### src/rtl/attractor_sweep_ctrl.sv
// attractor_sweep_ctrl
//   Sequencer for an exhaustive attractor sweep over a gene_net datapath.
//   Every seed 0..2^N-1 is loaded into the network in order. The network is then
//   iterated one update per clock until it reaches a fixed point, a cycle, or the
//   step limit. One result per seed is offered on a valid/ready port.
//
//   Optional feature macro: ATTR_HIST_EN
//     defined   : per-kind result counters (cnt_fixed/cnt_cycle/cnt_timeout) are
//                 kept for the current sweep.
//     undefined : counter ports exist but are tied to zero, and no counter flops
//                 are built.
module attractor_sweep_ctrl #(
    parameter int N         = 8,
    parameter int MAX_STEPS = 256,
    parameter int STEP_W    = 9
) (
    input  logic              clk,
    input  logic              reset,
    input  logic              start,
    input  logic [N-1:0]      next_status,
    input  logic              is_fixed,
    input  logic              is_cycle,
    output logic [N-1:0]      status,
    output logic              chk_reset,
    output logic              busy,
    output logic              done,
    output logic              res_valid,
    input  logic              res_ready,
    output logic [N-1:0]      res_init,
    output logic [N-1:0]      res_state,
    output logic [STEP_W-1:0] res_steps,
    output logic [1:0]        res_kind,
    output logic [N:0]        cnt_fixed,
    output logic [N:0]        cnt_cycle,
    output logic [N:0]        cnt_timeout
);

    typedef enum logic [2:0] {
        ST_IDLE   = 3'd0,
        ST_LOAD   = 3'd1,
        ST_RUN    = 3'd2,
        ST_REPORT = 3'd3,
        ST_DONE   = 3'd4
    } state_t;

    localparam logic [1:0] KIND_TIMEOUT = 2'b00;
    localparam logic [1:0] KIND_FIXED   = 2'b01;
    localparam logic [1:0] KIND_CYCLE   = 2'b10;

    localparam logic [N-1:0]      SEED_LAST = {N{1'b1}};
    localparam logic [STEP_W-1:0] STEP_ONE  = STEP_W'(1);
    localparam logic [STEP_W-1:0] STEP_MAX  = STEP_W'(MAX_STEPS);

    state_t              state_r;
    logic [N-1:0]        seed_r;
    logic [STEP_W-1:0]   steps_r;

    // Number of updates completed once the current RUN cycle has finished.
    logic [STEP_W-1:0]   steps_inc_s;
    logic                last_step_s;
    logic                handshake_s;

    assign steps_inc_s = steps_r + STEP_ONE;
    assign last_step_s = (steps_inc_s == STEP_MAX);
    assign handshake_s = (state_r == ST_REPORT) && res_valid && res_ready;

    // Sweep sequencer: seed loading, iteration, termination and result hand-off.
    always_ff @(posedge clk or posedge reset) begin
        if (reset) begin
            state_r   <= ST_IDLE;
            seed_r    <= '0;
            steps_r   <= '0;
            status    <= '0;
            chk_reset <= 1'b1;
            busy      <= 1'b0;
            done      <= 1'b0;
            res_valid <= 1'b0;
            res_init  <= '0;
            res_state <= '0;
            res_steps <= '0;
            res_kind  <= KIND_TIMEOUT;
        end else begin
            case (state_r)
                ST_IDLE: begin
                    chk_reset <= 1'b1;
                    done      <= 1'b0;
                    if (start) begin
                        seed_r  <= '0;
                        busy    <= 1'b1;
                        state_r <= ST_LOAD;
                    end else begin
                        busy    <= 1'b0;
                    end
                end
                ST_LOAD: begin
                    // Checkers have been held in reset for this cycle; release them
                    // together with the first iteration.
                    status    <= seed_r;
                    steps_r   <= '0;
                    chk_reset <= 1'b0;
                    state_r   <= ST_RUN;
                end
                ST_RUN: begin
                    status  <= next_status;
                    steps_r <= steps_inc_s;
                    if (is_fixed || is_cycle || last_step_s) begin
                        res_init  <= seed_r;
                        res_state <= next_status;
                        res_steps <= steps_inc_s;
                        if (is_fixed) begin
                            res_kind <= KIND_FIXED;
                        end else if (is_cycle) begin
                            res_kind <= KIND_CYCLE;
                        end else begin
                            res_kind <= KIND_TIMEOUT;
                        end
                        res_valid <= 1'b1;
                        chk_reset <= 1'b1;
                        state_r   <= ST_REPORT;
                    end else begin
                        state_r   <= ST_RUN;
                    end
                end
                ST_REPORT: begin
                    // status and payload stay frozen until the consumer takes the result.
                    if (handshake_s) begin
                        res_valid <= 1'b0;
                        if (seed_r == SEED_LAST) begin
                            done    <= 1'b1;
                            state_r <= ST_DONE;
                        end else begin
                            seed_r  <= seed_r + {{(N-1){1'b0}}, 1'b1};
                            state_r <= ST_LOAD;
                        end
                    end else begin
                        state_r <= ST_REPORT;
                    end
                end
                ST_DONE: begin
                    done    <= 1'b0;
                    busy    <= 1'b0;
                    state_r <= ST_IDLE;
                end
                default: begin
                    state_r   <= ST_IDLE;
                    chk_reset <= 1'b1;
                    busy      <= 1'b0;
                    done      <= 1'b0;
                    res_valid <= 1'b0;
                end
            endcase
        end
    end

`ifdef ATTR_HIST_EN
    localparam logic [N:0] CNT_ONE = {{N{1'b0}}, 1'b1};

    logic start_acc_s;
    assign start_acc_s = (state_r == ST_IDLE) && start;

    // Per-kind result histogram: cleared when a sweep is accepted, bumped per handshake.
    always_ff @(posedge clk or posedge reset) begin
        if (reset) begin
            cnt_fixed   <= '0;
            cnt_cycle   <= '0;
            cnt_timeout <= '0;
        end else if (start_acc_s) begin
            cnt_fixed   <= '0;
            cnt_cycle   <= '0;
            cnt_timeout <= '0;
        end else if (handshake_s) begin
            case (res_kind)
                KIND_FIXED:   cnt_fixed   <= cnt_fixed + CNT_ONE;
                KIND_CYCLE:   cnt_cycle   <= cnt_cycle + CNT_ONE;
                KIND_TIMEOUT: cnt_timeout <= cnt_timeout + CNT_ONE;
                default:      cnt_timeout <= cnt_timeout;
            endcase
        end else begin
            cnt_fixed   <= cnt_fixed;
            cnt_cycle   <= cnt_cycle;
            cnt_timeout <= cnt_timeout;
        end
    end
`else
    assign cnt_fixed   = '0;
    assign cnt_cycle   = '0;
    assign cnt_timeout = '0;
`endif

endmodule

### config.mk
export PLATFORM = sky130hd
export DESIGN_NAME = attractor_sweep_ctrl
export DESIGN_NICKNAME = d
export VERILOG_FILES = /design/src/rtl/attractor_sweep_ctrl.sv
export SDC_FILE = /design/constraint.sdc
export NUM_CORES = 1
export LEC_CHECK = 0
export CAP_MARGIN = 5
export CORE_UTILIZATION = 40
export CTS_CLUSTER_SIZE = 8
export DETAILED_ROUTE_END_ITERATION = 7
export PLACE_DENSITY = 0.68
export RECOVER_POWER = 50
export SYNTH_ARGS = -nofsm -noshare
export SYNTH_HDL_FRONTEND = slang
export SYNTH_SLANG_ARGS = --single-unit
### constraint.sdc
create_clock -name clk -period 4.6 [get_ports clk]
set_input_delay 0.92 -clock clk [delete_from_list [all_inputs] [get_ports clk]]
set_output_delay 0.92 -clock clk [all_outputs]
set_load 0.03 [all_outputs]
==> summary.md <==
| Metric | Value |
|---|---|
| Pin count of the biggest net entering global routing | `31` |
| Worst Skew | `~9.5 ps` |
| Warnings, synthesis | `0` |
| Worst hold start | `status[0]$_DFFE_PP0N_` |
| Setup TNS | `0 ps` |
| N_diodes | `0` |
| CTS max path bufs | `2` |
| First-pass GRT wire length | `10400 um` |
| Leak | `between 1.5 and 2 nW` |
| Relative slew slack | `between 20% and 30%` |
| Reg-to-Reg Start | `state_r[1]$_DFFE_PP0N_` |
| Fillers | `~680` |
| Clock latency on the worst-skew pair | `330 ps` |
| # resized after CTS | `0` |
| Pre-CTS WS | `1640 ps` |
| Final setup viols | `0` |
| Min-Delay Endpoint | `status[0]$_DFFE_PP0N_` |
| Clock sink count | `59` |
| Hold_buf cts | `0` |
| Critical path, cell by cell | `and3_1, buf_4, nand4_1, o31ai_4, buf_4, mux2_4` |
| Seq/Total Area, Yosys | `between 40% and 50%` |
| Max Slew Vio Count | `0` |
| Top_reg_cell synth | `dfrtp_1` |
| Mean Syn Cell Area | `between 10 and 15 um^2` |
| Number of buffers created by CTS | `9` |
| Area added between synthesis and finish | `21.6%` |
| Synth Register Bits | `59` |
| Most frequent CP cell | `buf_4` |
| DIE AREA | `a little over 8000 um^2` |
| Worst Path Arrival | `~3200 ps` |
| Num rows | `31` |
| Vias | `around 2.2k` |
| ANT nets after route | `0` |
| Fraction of the cycle the final worst path needs | `64.8%` |
| Status | `completed` |
| GRT overflow | `0` |
| DP Wirelength | `~4300 um` |
| R2R depth | `6` |
| H-tree depth | `3` |
| # DRC | `0` |
| DR iter-0 viols | `roughly 120` |
| RSZ-0062 raised after global routing | `no` |
| Initial Util | `roughly two fifths` |
| Routed wire length | `between 6000 and 7000 um` |
| Share of layout cells above drive strength 1 | `a little over an eighth` |
| CP max stage cell | `o31ai_4` |
| Reg2Reg Setup Slack | `roughly 1600 ps` |
| Port buffer count | `52` |
| Yosys top cell area share | `47.0%` |
| Die height | `89.8 um` |
| Final worst slack | `about 1600 ps` |
| F_max | `335 MHz` |
| Pre-antenna DRT Iters | `4` |
| Layout Nets | `between 300 and 400` |
| Pwr dens | `slightly above 600 nW/um^2` |
| Critical path required time | `between 4000 and 5000 ps` |
| Hold Path Class | `flip-flop to flip-flop` |
| Core area | `about 7400 um^2` |
| Post-synthesis cell type count | `46` |
| Worst-path maximum fanout | `18` |
| Max Cap Viol | `0` |
| Vias/cell | `about 5.0` |
| Max VDD drop | `roughly 240 uV` |
| Synth async-reset ratio | `between 90% and 100%` |
| Crit-path max cell delay | `700 ps` |
| Clock-pin transition on the worst setup and hold timing paths | `60 ps` |
| Die span in x | `between 80 and 90 um` |
| Critical path endpoint category | `flip-flop` |
| Actual slew at the worst max-slew pin | `1100 ps` |
| TritonCTS clock tree | `yes` |
| Placer Congestion | `roughly 0.8` |
| Boundary Pins | `80` |
| Initial antenna violation count | `0` |
| Root Driver | `clkbuf_8` |
| Most common cell after layout, fill and taps aside | `dfrtp_1` |
| Critical path class | `flip-flop to flip-flop` |
| R2r endpoint | `res_init[7]$_DFFE_PP0P_` |
| Setup crit start kind | `flip-flop` |
| Fin crit period | `2980 ps` |
| Post-synth top area cell | `dfrtp_1` |
| Total setup buffers inserted after CTS | `0` |
| Hold Path Stages | `2` |
| Drt wl/cell | `about 14 um` |
| Post-synthesis cell count | `between 200 and 300` |
| EDFF count, synth | `0` |
| Synth area leaders | `dfrtp_1, mux2_4, buf_4` |
| Most frequent cells in the layout | `dfrtp_1, clkdlybuf4s50_1, nand2_1, o21ai_0, conb_1` |
| GRT Total Usage | `16.4%` |
| Synthesized area | `3090 um^2` |
| Number of global-route vias before repair | `2073` |
| Final hold viol count | `0` |
## worst max-delay path, delay by kind of cell, from the launching register on
kind / cells / cell delay [ps]
and+or+nand+nor: 2 / 450
buffers and inverters: 2 / 680
DFF: 1 / 670
AOI/OAI and AO/OA: 1 / 700
muxes: 1 / 340
## final cells by class
| class | count | area (um^2) | area share [%] |
|---|---|---|---|
| flip-flops and latches | 59 | 1480 | 39.4 |
| inverters | 6 | 22.5 | 0.600 |
| clock inverters | 4 | 48.8 | 1.30 |
| clock buffers | 12 | 155 | 4.13 |
| multi-input cells | 211 | 1380 | 36.9 |
| well taps | 99 | 124 | 3.30 |
| repair buffers | 55 | 543 | 14.5 |
## how the worst max path moves through the flow
stage	from	end
after floorplan	reset	busy$_DFFE_PP0N_
after global routing	state_r[1]$_DFFE_PP0N_	res_steps[6]$_DFFE_PP0P_
after global placement	state_r[1]$_DFFE_PP0N_	res_steps[4]$_DFFE_PP0P_
after CTS	state_r[1]$_DFFE_PP0N_	res_init[7]$_DFFE_PP0P_
final	state_r[1]$_DFFE_PP0N_	res_init[7]$_DFFE_PP0P_
after detailed placement	state_r[1]$_DFFE_PP0N_	res_init[7]$_DFFE_PP0P_
## synth_stat cells (all sizes together) (3+ instances only)
cell type / n
nand4: 3
nand2b: 5
nand3: 8
and3: 3
clkbuf: 8
xnor2: 4
o31ai: 8
nor3: 4
dfrtp: 58
nor2: 12
mux2: 23
a21oi: 9
o21ai: 30
xor2: 5
buf: 35
mux2i: 10
nor4: 3
inv: 6
nand2: 31
nor2b: 3
## power by group
part / internal, mW / switching (mW) / leakage, nW
Clock: 0.279 / 0.197 / 0.106
Sequential: 0.658 / 0.126 / 0.766
Combinational: 0.436 / 0.586 / 0.790
## logic make-up after synthesis
family          count (synthesis)  share of synthesized area [%]
other cells                     1                          0.121
compound gates                 58                           11.6
buf+inv                        49                           10.5
flops                          59                           47.9
simple gates                   82                           12.9
fa+ha+maj                       2                          0.811
mux                            33                           13.7
xor+xnor                        9                           2.55
## routing by layer
layer	part of all wire [%]	vias to the layer above	GRT usage (%)
li1	-	1068	-
met1	47	1071	21.7
met4	1.6	0	8.33
met3	3.6	10	3.38
met2	48	65	25.4
met5	0	-	0
## registers in the layout, indices dropped and copies added, names as in the netlist, 2 cells and up
name and flops:
state_r 3, steps_r 9, res_steps 9, seed_r 8, res_kind 2, status 8
res_init 8, res_state 8
## per-stage QoR
stage | instances | area (um^2) | utilization (%) | hold slack [ps] | power (mW)
2_1_floorplan | 319 | 3180 | - | 484 | 1.52
3_3_place_gp | 430 | 3550 | 48.2 | 472 | 1.81
3_5_place_dp | 430 | 3550 | 48.2 | 475 | 1.83
4_1_cts | 446 | 3750 | 51.0 | 490 | 2.30
5_1_grt | 446 | 3750 | 51.0 | 524 | 2.42
6_report | 446 | 3750 | 51.0 | 489 | 2.28
(Power assumes the default switching activity.)
